==> src/rtl/multicycle_control_pkg.sv <==
// Shared encodings for the multicycle LEGv8 control FSM: state codes, opcode
// patterns, opcode classes and ALU mux/operation selects.
package multicycle_control_pkg;

    localparam logic [3:0] S_INIT     = 4'd0;
    localparam logic [3:0] S_FETCH    = 4'd1;
    localparam logic [3:0] S_DECODE   = 4'd2;
    localparam logic [3:0] S_MEM_ADDR = 4'd3;
    localparam logic [3:0] S_MEM_RD   = 4'd4;
    localparam logic [3:0] S_MEM_WB   = 4'd5;
    localparam logic [3:0] S_MEM_WR   = 4'd6;
    localparam logic [3:0] S_EXEC     = 4'd7;
    localparam logic [3:0] S_R_WB     = 4'd8;
    localparam logic [3:0] S_BRANCH   = 4'd9;
    localparam logic [3:0] S_JUMP     = 4'd10;

    // Opcode patterns (IR[31:21]); '?' bits are don't-care under casez.
    localparam logic [10:0] OP_ADD   = 11'b10001011000;
    localparam logic [10:0] OP_SUB   = 11'b11001011000;
    localparam logic [10:0] OP_AND   = 11'b10001010000;
    localparam logic [10:0] OP_ORR   = 11'b10101010000;
    localparam logic [10:0] OP_LDUR  = 11'b11111000010;
    localparam logic [10:0] OP_LDURB = 11'b00111000010;
    localparam logic [10:0] OP_STUR  = 11'b11111000000;
    localparam logic [10:0] OP_CBZ   = 11'b10110100???;
    localparam logic [10:0] OP_CBNZ  = 11'b10110101???;
    localparam logic [10:0] OP_B     = 11'b000101?????;

    typedef enum logic [2:0] {
        CLS_R       = 3'd0,
        CLS_LOAD    = 3'd1,
        CLS_LOADB   = 3'd2,
        CLS_STORE   = 3'd3,
        CLS_CBZ     = 3'd4,
        CLS_CBNZ    = 3'd5,
        CLS_B       = 3'd6,
        CLS_ILLEGAL = 3'd7
    } op_class_t;

    localparam logic [1:0] SRC_B_REG  = 2'b00;
    localparam logic [1:0] SRC_B_FOUR = 2'b01;
    localparam logic [1:0] SRC_B_IMM  = 2'b10;
    localparam logic [1:0] SRC_B_SHL2 = 2'b11;

    localparam logic [1:0] ALU_OP_ADD    = 2'b00;
    localparam logic [1:0] ALU_OP_PASS_B = 2'b01;
    localparam logic [1:0] ALU_OP_RTYPE  = 2'b10;

endpackage

==> src/rtl/multicycle_control_opcode_classifier.sv <==
// Combinational opcode decoder: maps IR[31:21] to the instruction class the
// sequencing FSM branches on.
module opcode_classifier
    import multicycle_control_pkg::*;
(
    input  logic [10:0] opcode_i,
    output op_class_t   op_class_o
);

    always_comb begin
        // NOTE: a default before the case keeps every path assigned, so no latch is inferred.
        op_class_o = CLS_ILLEGAL;
        casez (opcode_i)
            OP_ADD, OP_SUB, OP_AND, OP_ORR: op_class_o = CLS_R;
            OP_LDUR:                        op_class_o = CLS_LOAD;
            OP_LDURB:                       op_class_o = CLS_LOADB;
            OP_STUR:                        op_class_o = CLS_STORE;
            OP_CBZ:                         op_class_o = CLS_CBZ;
            OP_CBNZ:                        op_class_o = CLS_CBNZ;
            OP_B:                           op_class_o = CLS_B;
            default:                        op_class_o = CLS_ILLEGAL;
        endcase
    end

endmodule

==> src/rtl/multicycle_control.sv <==
// Multicycle LEGv8 sequencer: walks each instruction through fetch/decode/
// execute/memory/writeback and drives the datapath controls from the state.
module multicycle_control
    import multicycle_control_pkg::*;
(
    input  logic        clk,
    input  logic        rst_n,
    input  logic [10:0] opcode,
    input  logic        alu_zero,
    input  logic        mem_ready,
    output logic        pc_write,
    output logic        pc_write_cond,
    output logic        pc_source,
    output logic        iord,
    output logic        ir_write,
    output logic        mem_read,
    output logic        mem_write,
    output logic        mem_byte,
    output logic        mem_to_reg,
    output logic        reg_write,
    output logic        readreg2_control,
    output logic        alu_src_a,
    output logic [1:0]  alu_src_b,
    output logic [1:0]  alu_op,
    output logic        instr_done,
    output logic        illegal_op
);

    logic [3:0] state_q, state_d;
    op_class_t  class_live;
    op_class_t  class_q;
    op_class_t  cls;

    opcode_classifier u_classifier (
        .opcode_i   (opcode),
        .op_class_o (class_live)
    );

    // The IR is only trusted in DECODE; later states use the latched class.
    assign cls = (state_q == S_DECODE) ? class_live : class_q;

    always_ff @(posedge clk or negedge rst_n) begin
        if (!rst_n) begin
            state_q <= S_INIT;
            class_q <= CLS_ILLEGAL;
        end else begin
            // NOTE: non-blocking assignments so every register samples pre-edge values.
            state_q <= state_d;
            if (state_q == S_DECODE) class_q <= class_live;
        end
    end

    always_comb begin
        state_d          = state_q;
        pc_write         = 1'b0;
        pc_write_cond    = 1'b0;
        pc_source        = 1'b0;
        iord             = 1'b0;
        ir_write         = 1'b0;
        mem_read         = 1'b0;
        mem_write        = 1'b0;
        mem_byte         = 1'b0;
        mem_to_reg       = 1'b0;
        reg_write        = 1'b0;
        readreg2_control = 1'b0;
        alu_src_a        = 1'b0;
        alu_src_b        = SRC_B_REG;
        alu_op           = ALU_OP_ADD;
        instr_done       = 1'b0;
        illegal_op       = 1'b0;

        case (state_q)
            S_INIT: state_d = S_FETCH;
            S_FETCH: begin
                mem_read  = 1'b1;
                alu_src_b = SRC_B_FOUR;
                ir_write  = mem_ready;
                pc_write  = mem_ready;
                if (mem_ready) state_d = S_DECODE;
            end
            S_DECODE: begin
                alu_src_b        = SRC_B_SHL2;
                readreg2_control = (cls == CLS_STORE) || (cls == CLS_CBZ) || (cls == CLS_CBNZ);
                case (cls)
                    CLS_R:                          state_d = S_EXEC;
                    CLS_LOAD, CLS_LOADB, CLS_STORE: state_d = S_MEM_ADDR;
                    CLS_CBZ, CLS_CBNZ:              state_d = S_BRANCH;
                    CLS_B:                          state_d = S_JUMP;
                    default: begin
                        illegal_op = 1'b1;
                        instr_done = 1'b1;
                        state_d    = S_FETCH;
                    end
                endcase
            end
            S_EXEC: begin
                alu_src_a = 1'b1;
                alu_src_b = SRC_B_REG;
                alu_op    = ALU_OP_RTYPE;
                state_d   = S_R_WB;
            end
            S_R_WB: begin
                reg_write  = 1'b1;
                instr_done = 1'b1;
                state_d    = S_FETCH;
            end
            S_MEM_ADDR: begin
                alu_src_a        = 1'b1;
                alu_src_b        = SRC_B_IMM;
                readreg2_control = (cls == CLS_STORE);
                state_d          = (cls == CLS_STORE) ? S_MEM_WR : S_MEM_RD;
            end
            S_MEM_RD: begin
                mem_read = 1'b1;
                iord     = 1'b1;
                mem_byte = (cls == CLS_LOADB);
                if (mem_ready) state_d = S_MEM_WB;
            end
            S_MEM_WB: begin
                reg_write  = 1'b1;
                mem_to_reg = 1'b1;
                instr_done = 1'b1;
                state_d    = S_FETCH;
            end
            S_MEM_WR: begin
                mem_write        = 1'b1;
                iord             = 1'b1;
                readreg2_control = 1'b1;
                instr_done       = mem_ready;
                if (mem_ready) state_d = S_FETCH;
            end
            S_BRANCH: begin
                alu_src_a        = 1'b1;
                alu_op           = ALU_OP_PASS_B;
                readreg2_control = 1'b1;
                pc_source        = 1'b1;
                instr_done       = 1'b1;
                pc_write_cond    = (cls == CLS_CBNZ) ? ~alu_zero : alu_zero;
                state_d          = S_FETCH;
            end
            S_JUMP: begin
                pc_write   = 1'b1;
                pc_source  = 1'b1;
                instr_done = 1'b1;
                state_d    = S_FETCH;
            end
            default: state_d = S_INIT;
        endcase
    end

endmodule

==> config.mk <==
export PLATFORM = sky130hd
export DESIGN_NAME = multicycle_control
export DESIGN_NICKNAME = d
export VERILOG_FILES = /design/src/rtl/multicycle_control_pkg.sv /design/src/rtl/multicycle_control_opcode_classifier.sv /design/src/rtl/multicycle_control.sv
export SDC_FILE = /design/constraint.sdc
export NUM_CORES = 1
export LEC_CHECK = 0
export CAP_MARGIN = 5
export CELL_PAD_IN_SITES_DETAIL_PLACEMENT = 0
export CELL_PAD_IN_SITES_GLOBAL_PLACEMENT = 1
export CORE_MARGIN = 2
export CORE_UTILIZATION = 23
export CTS_CLUSTER_SIZE = 20
export DETAILED_ROUTE_END_ITERATION = 7
export HOLD_SLACK_MARGIN = 0.03
export PLACE_DENSITY_LB_ADDON = 0.12
export REMOVE_ABC_BUFFERS = 1
export SYNTH_ARGS = -nofsm -noshare
export SYNTH_HDL_FRONTEND = slang
export SYNTH_SLANG_ARGS = --single-unit
export TNS_END_PERCENT = 30
==> constraint.sdc <==
create_clock -name clk -period 2.98 [get_ports clk]
set_clock_uncertainty 0.05 [all_clocks]
set_input_delay 0.298 -clock clk [delete_from_list [all_inputs] [get_ports clk]]
set_output_delay 0.298 -clock clk [all_outputs]
set_load 0.03 [all_outputs]
# ---- After elaboration in Yosys (flattened, before gate mapping)
# Cells that the tools add are included.
dict set report classes {
  eq_ne 29
  n_mux 26
  bitwise 1
  reduce_logical 17
}
# op n
set op_table {}
lappend op_table {{$eq A11 B11 Y1 const B} 6}
lappend op_table {{$pmux W4 S7} 1}
lappend op_table {{$pmux W3 S7} 1}
lappend op_table {{$eq A4 B3 Y1 const B} 4}
lappend op_table {{$eq A8 B8 Y1 const B} 2}
lappend op_table {{$pmux W4 S4} 1}
lappend op_table {{$mux W1} 13}
lappend op_table {{$eq A4 B4 Y1 const B} 3}
lappend op_table {{$mux W4} 3}
lappend op_table {{$reduce_or A2 Y1} 6}
lappend op_table {{$eq A11 B9 Y1 const B} 1}
lappend op_table {{$eq A3 B3 Y1 const B} 3}
lappend op_table {{$eq A4 B2 Y1 const B} 2}
lappend op_table {{$reduce_or A4 Y1} 2}
lappend op_table {{$reduce_or A7 Y1} 1}
lappend op_table {{$eq A3 B2 Y1 const B} 2}
lappend op_table {{$eq A6 B3 Y1 const B} 1}
lappend op_table {{$ne A2 B2 Y1 const B} 3}
lappend op_table {{$pmux W1 S3} 2}
lappend op_table {{$pmux W2 S3} 1}
lappend op_table {{$reduce_or A3 Y1} 2}
lappend op_table {{$reduce_or A5 Y1} 1}
lappend op_table {{$eq A4 B1 Y1 const B} 1}
lappend op_table {{$logic_not A4 Y1} 1}
lappend op_table {{other kinds (9)} 10}
dict set report totals {
  register_bits 7
  in_bits 15
  out_inout_bits 18
  word_cells 75
}

# ---- Longest topological paths before layout
dict set report depth {
  ltp_word 8
  depth_mapped 7
}

# ---- Cells and area by module
# A second synthesis with hierarchy kept.
dict set report unflattened {
  cells_unflattened 108
  area_unflattened_um2 884.6
}
# module n_inst cells_each area_per_inst_um2 seq_area_each_um2
set by_module_without_submodules {}
lappend by_module_without_submodules {multicycle_control 1 87 718.2 178.9}
lappend by_module_without_submodules {opcode_classifier 1 21 166.4 0.0}

# ---- Worst setup path after synthesis
# Ideal clock, no wire load.
dict set report synth_path {
  kind {flip-flop to output port}
  start {reg state_q[3]}
  end {out mem_byte}
  arrival_ns 2.015
  setup_slack_ns 0.617
  path_stages_with_launch 6
  path_buffers 1
  cell_sequence {dfrtp_1 -> buf_2 -> nand2b_1 -> nor2_1 -> nand2_1 -> nor3_1}
}
dict set report synth_via {
  elab_chain_len 4
  elab_cells_between_ends 5
}
# item line
set synth_lines {}
lappend synth_lines {{start: declaration} multicycle_control.sv:29} ;# logic [3:0] state_q, state_d;
lappend synth_lines {{start signal: assignment} multicycle_control.sv:48} ;# state_q <= state_d;
lappend synth_lines {{$eq A4 B2 Y1} multicycle_control.sv:40} ;# assign cls = (state_q == S_DECODE) ? class_live : class_q;
lappend synth_lines {{$mux W3} --}
lappend synth_lines {{$eq A3 B2 Y1} multicycle_control.sv:116} ;# mem_byte = (cls == CLS_LOADB);
lappend synth_lines {{$mux W1 (*)} multicycle_control.sv:72} ;# case (state_q)
lappend synth_lines {{end: declaration} multicycle_control.sv:18} ;# output logic mem_byte,
# Every way passes the cells marked *; elsewhere a longest branch is shown, timed or not.

# ---- Worst setup path after layout
dict set report layout_path {
  start {in opcode[5]}
  end {out instr_done}
}
dict set report layout_via {
  elab_chain_len 8
  elab_cells_between_ends 23
}
# item line
set layout_lines {}
lappend layout_lines {{start: declaration} multicycle_control.sv:8} ;# input logic [10:0] opcode,
lappend layout_lines {{$eq A11 B11 Y1} multicycle_control_opcode_classifier.sv:13} ;# casez (opcode_i)
lappend layout_lines {{$reduce_or A4 Y1} multicycle_control_opcode_classifier.sv:13}
lappend layout_lines {{$pmux W3 S7 (*)} multicycle_control_opcode_classifier.sv:13}
lappend layout_lines {{$mux W3 (*)} --}
lappend layout_lines {{$eq A3 B3 Y1 (tied with other cells)} multicycle_control.sv:84} ;# case (cls)
lappend layout_lines {{$reduce_or A7 Y1 (no source line) (*)} --}
lappend layout_lines {{$mux W1 (*)} multicycle_control.sv:84}
lappend layout_lines {{$pmux W1 S3 (*)} multicycle_control.sv:72}
lappend layout_lines {{end: declaration} multicycle_control.sv:25} ;# output logic instr_done,
# Marked as above.

==> flow_summary.toml <==
[die]
ios = 33
start_util = 0.238
core.rowCount = 22
dieArea_um2 = 4270
core-area_um2 = 3630
die_h_um = 65.4
die_x_um = 65.4

[clock_network]
cts-root-buf = "clkbuf_8"
clkLatencyLatePin_ps = 230
holdBufCountCts = 0
cts_resized = 0
numCtsBuffers = 3
clkTransAtPathRegs_ps = 40
post_cts_buffers = 0
cts_tree = "done"
clock_path_buffers = 2
cts.htree.levels = 1
cts.sinks = 7

[critical_path]
crit_buf_inv = 2
r2r_start = "state_q[1]$_DFFE_PN0P_"
max_stage_delay_ps = 590
cp.arrival_ps = 2430
worstPathMaxFanout = 3
critPathLaunch = "opcode[5]"
crit_path_start_kind = "primary input"
worst-path-stages = 7
crit_type = "in -> out"
path_cells = "clkdlybuf4s50_1, nor4b_4, nand3_2, nand2_1, nor3_1, a2111o_1, clkdlybuf4s50_1"
critPathRequiredTime_ps = 2630
cp-endpoint = "instr_done"
rr_worst_depth = 5
cp_slowest_cell = "clkdlybuf4s50_1"
endpoint_kind = "output pin"
r2r_end = "state_q[2]$_DFFE_PN0P_"
r2r_slack_ps = 950
critical-path-top-delay-family = "buffers and inverters"
cpMostUsedCell = "clkdlybuf4s50_1"

[logic_synthesis]
synthArstFlopShare = 1.00
synth-edff-count = 0
ys_seq_area_frac = 0.207
netlist.area_leader.share = 0.116
yosys_most_used_dff = "dfrtp_1"
yosysMostFrequentCell = "nor2_1"
ys_ff_latch = 7
yosys-top-cells-count = "25 x nor2_1, 7 x a21oi_1, 7 x nand2_1"
synth_cell_types = 44
ys_warn_count = 0
ys_top_cells_by_area = "dfrtp_1 12%, nor2_1 11%, dfstp_2 9.1%"
synth.avg_cell_area_um2 = 7.66
syn-instance-count = 113
yosys.area.top_type = "dfrtp_1"
synth_area_um2 = 866

[global_routing]
grt_pass1_wl_um = 4510
overflow = 0
grt_max_degree = 15
antenna_found_initial = 0
grt_pass1_vias = 983
grt.total_usage = 0.138

[final_layout]
layout.cells.non_filler = 200
nets = 168
layout-area-overhead-vs-synth_pct = 52.3
antenna_cells = 0
drive_gt1_frac = 0.191
fill_cells = 422
stdcell_area_um2 = 1320

[placement]
detailed_place.area_um2 = 1270
preCtsSetupSlack_ps = 180
dp_hpwl_um = 2250
place_inst = 196
port_buffers = 32
gp_congestion = 0.820

[sta]
max_slew_margin = 0.676
max_freq_mhz = 359
post-route-period-util = 0.933
worstMarginPinSlew_ps = 487
setup_ws_ps = 198
setup_violations = 0
tns_ps = 0
period_minus_slack_ps = 2780
final_max_slew_viol_count = 0
hold_violations = 0
rsz0062_at_grt = "false"

[power_and_ir_drop]
peakVddDrop_v = 0.000186
finalPower_mw = 1.02
p_leak_nw = 0.525
power_density_nw_per_um2 = 772

[detailed_routing]
drt_iter0_markers = 22
routedWlPerCell_um = 13.9
first_pass_iters = 4
drc = 0
vias_per_cell = 4.90
routed_wirelength_um = 2770
ant_nets = 0
dr_total_vias = 979

[worst_hold_path]
min_path_type = "in -> async"

[outcome]
outcome = "finished, final reports clean"

[flow_run]
cap_violations = 0
## cell type report
class / instances / area [µm²] / area share
inverters: 3 / 11.3 / 0.00854
repair buffers: 39 / 365 / 0.277
multi-input cells: 99 / 658 / 0.499
flip-flops and latches: 7 / 179 / 0.136
well taps: 48 / 60.1 / 0.0455
clock buffers: 4 / 45.0 / 0.0342
## metrics by stage
stage | hold WS [ps] | util
finish | 275 | 0.363
global route | 293 | 0.363
CTS | 282 | 0.363
detailed placement | 523 | 0.351
global placement | 531 | 0.351
floorplan | -47.6 | -
## kinds of logic (layout without fill, tap and decap cells)
group / after synthesis / in the layout / share of synthesized area
compound gates: 30 / 30 / 0.269
simple gates: 66 / 66 / 0.457
mux: 2 / 2 / 0.0246
xor+xnor: 1 / 1 / 0.0101
buf+inv: 7 / 46 / 0.0332
flops: 7 / 7 / 0.207
## worst min-delay path by stage
stage	start	to	slack, ps	depth (start not counted)
3_3_place_gp	rst_n	state_q[0]$_DFFE_PN0P_	530	1
4_1_cts	rst_n	state_q[1]$_DFFE_PN0P_	280	1
3_5_place_dp	rst_n	state_q[1]$_DFFE_PN0P_	520	1
6_report	rst_n	state_q[2]$_DFFE_PN0P_	280	1
5_1_grt	rst_n	state_q[2]$_DFFE_PN0P_	290	1
2_1_floorplan	rst_n	state_q[0]$_DFFE_PN0P_	-50	0
## registers in the layout (all words and copies together), names as in the netlist
register  flops
class_q       3
state_q       4
## where the power goes
part           switching, mW  internal (mW)  total (mW)
combinational          0.393          0.298       0.691
sequential            0.0713          0.120       0.191
clock                 0.0430         0.0927       0.136
## layer usage
| metal | track usage | wire length (µm) | vias to the layer above |
|---|---|---|---|
| met5 | 0 | 0 | - |
| met4 | 0.0625 | 46 | 0 |
| met3 | 0.0291 | 109 | 5 |
| met2 | 0.250 | 1430 | 25 |
| met1 | 0.152 | 1190 | 456 |
| li1 | - | - | 493 |
## cells in the final DEF (no fill, tap or decap), types with 3 or more instances in the layout
cell,Yosys,routed
a31oi_1,3,3
nand2_1,7,7
nand3_1,4,4
buf_4,0,10
clkdlybuf4s50_1,0,29
a21oi_1,7,7
clkbuf_8,0,3
nor2_1,25,25
nor3_1,4,4
dfstp_2,3,3
o21ai_0,5,5
nand2b_1,5,5
and4bb_1,3,3
inv_1,3,3
dfrtp_1,4,4
(Power assumes the default switching activity.)
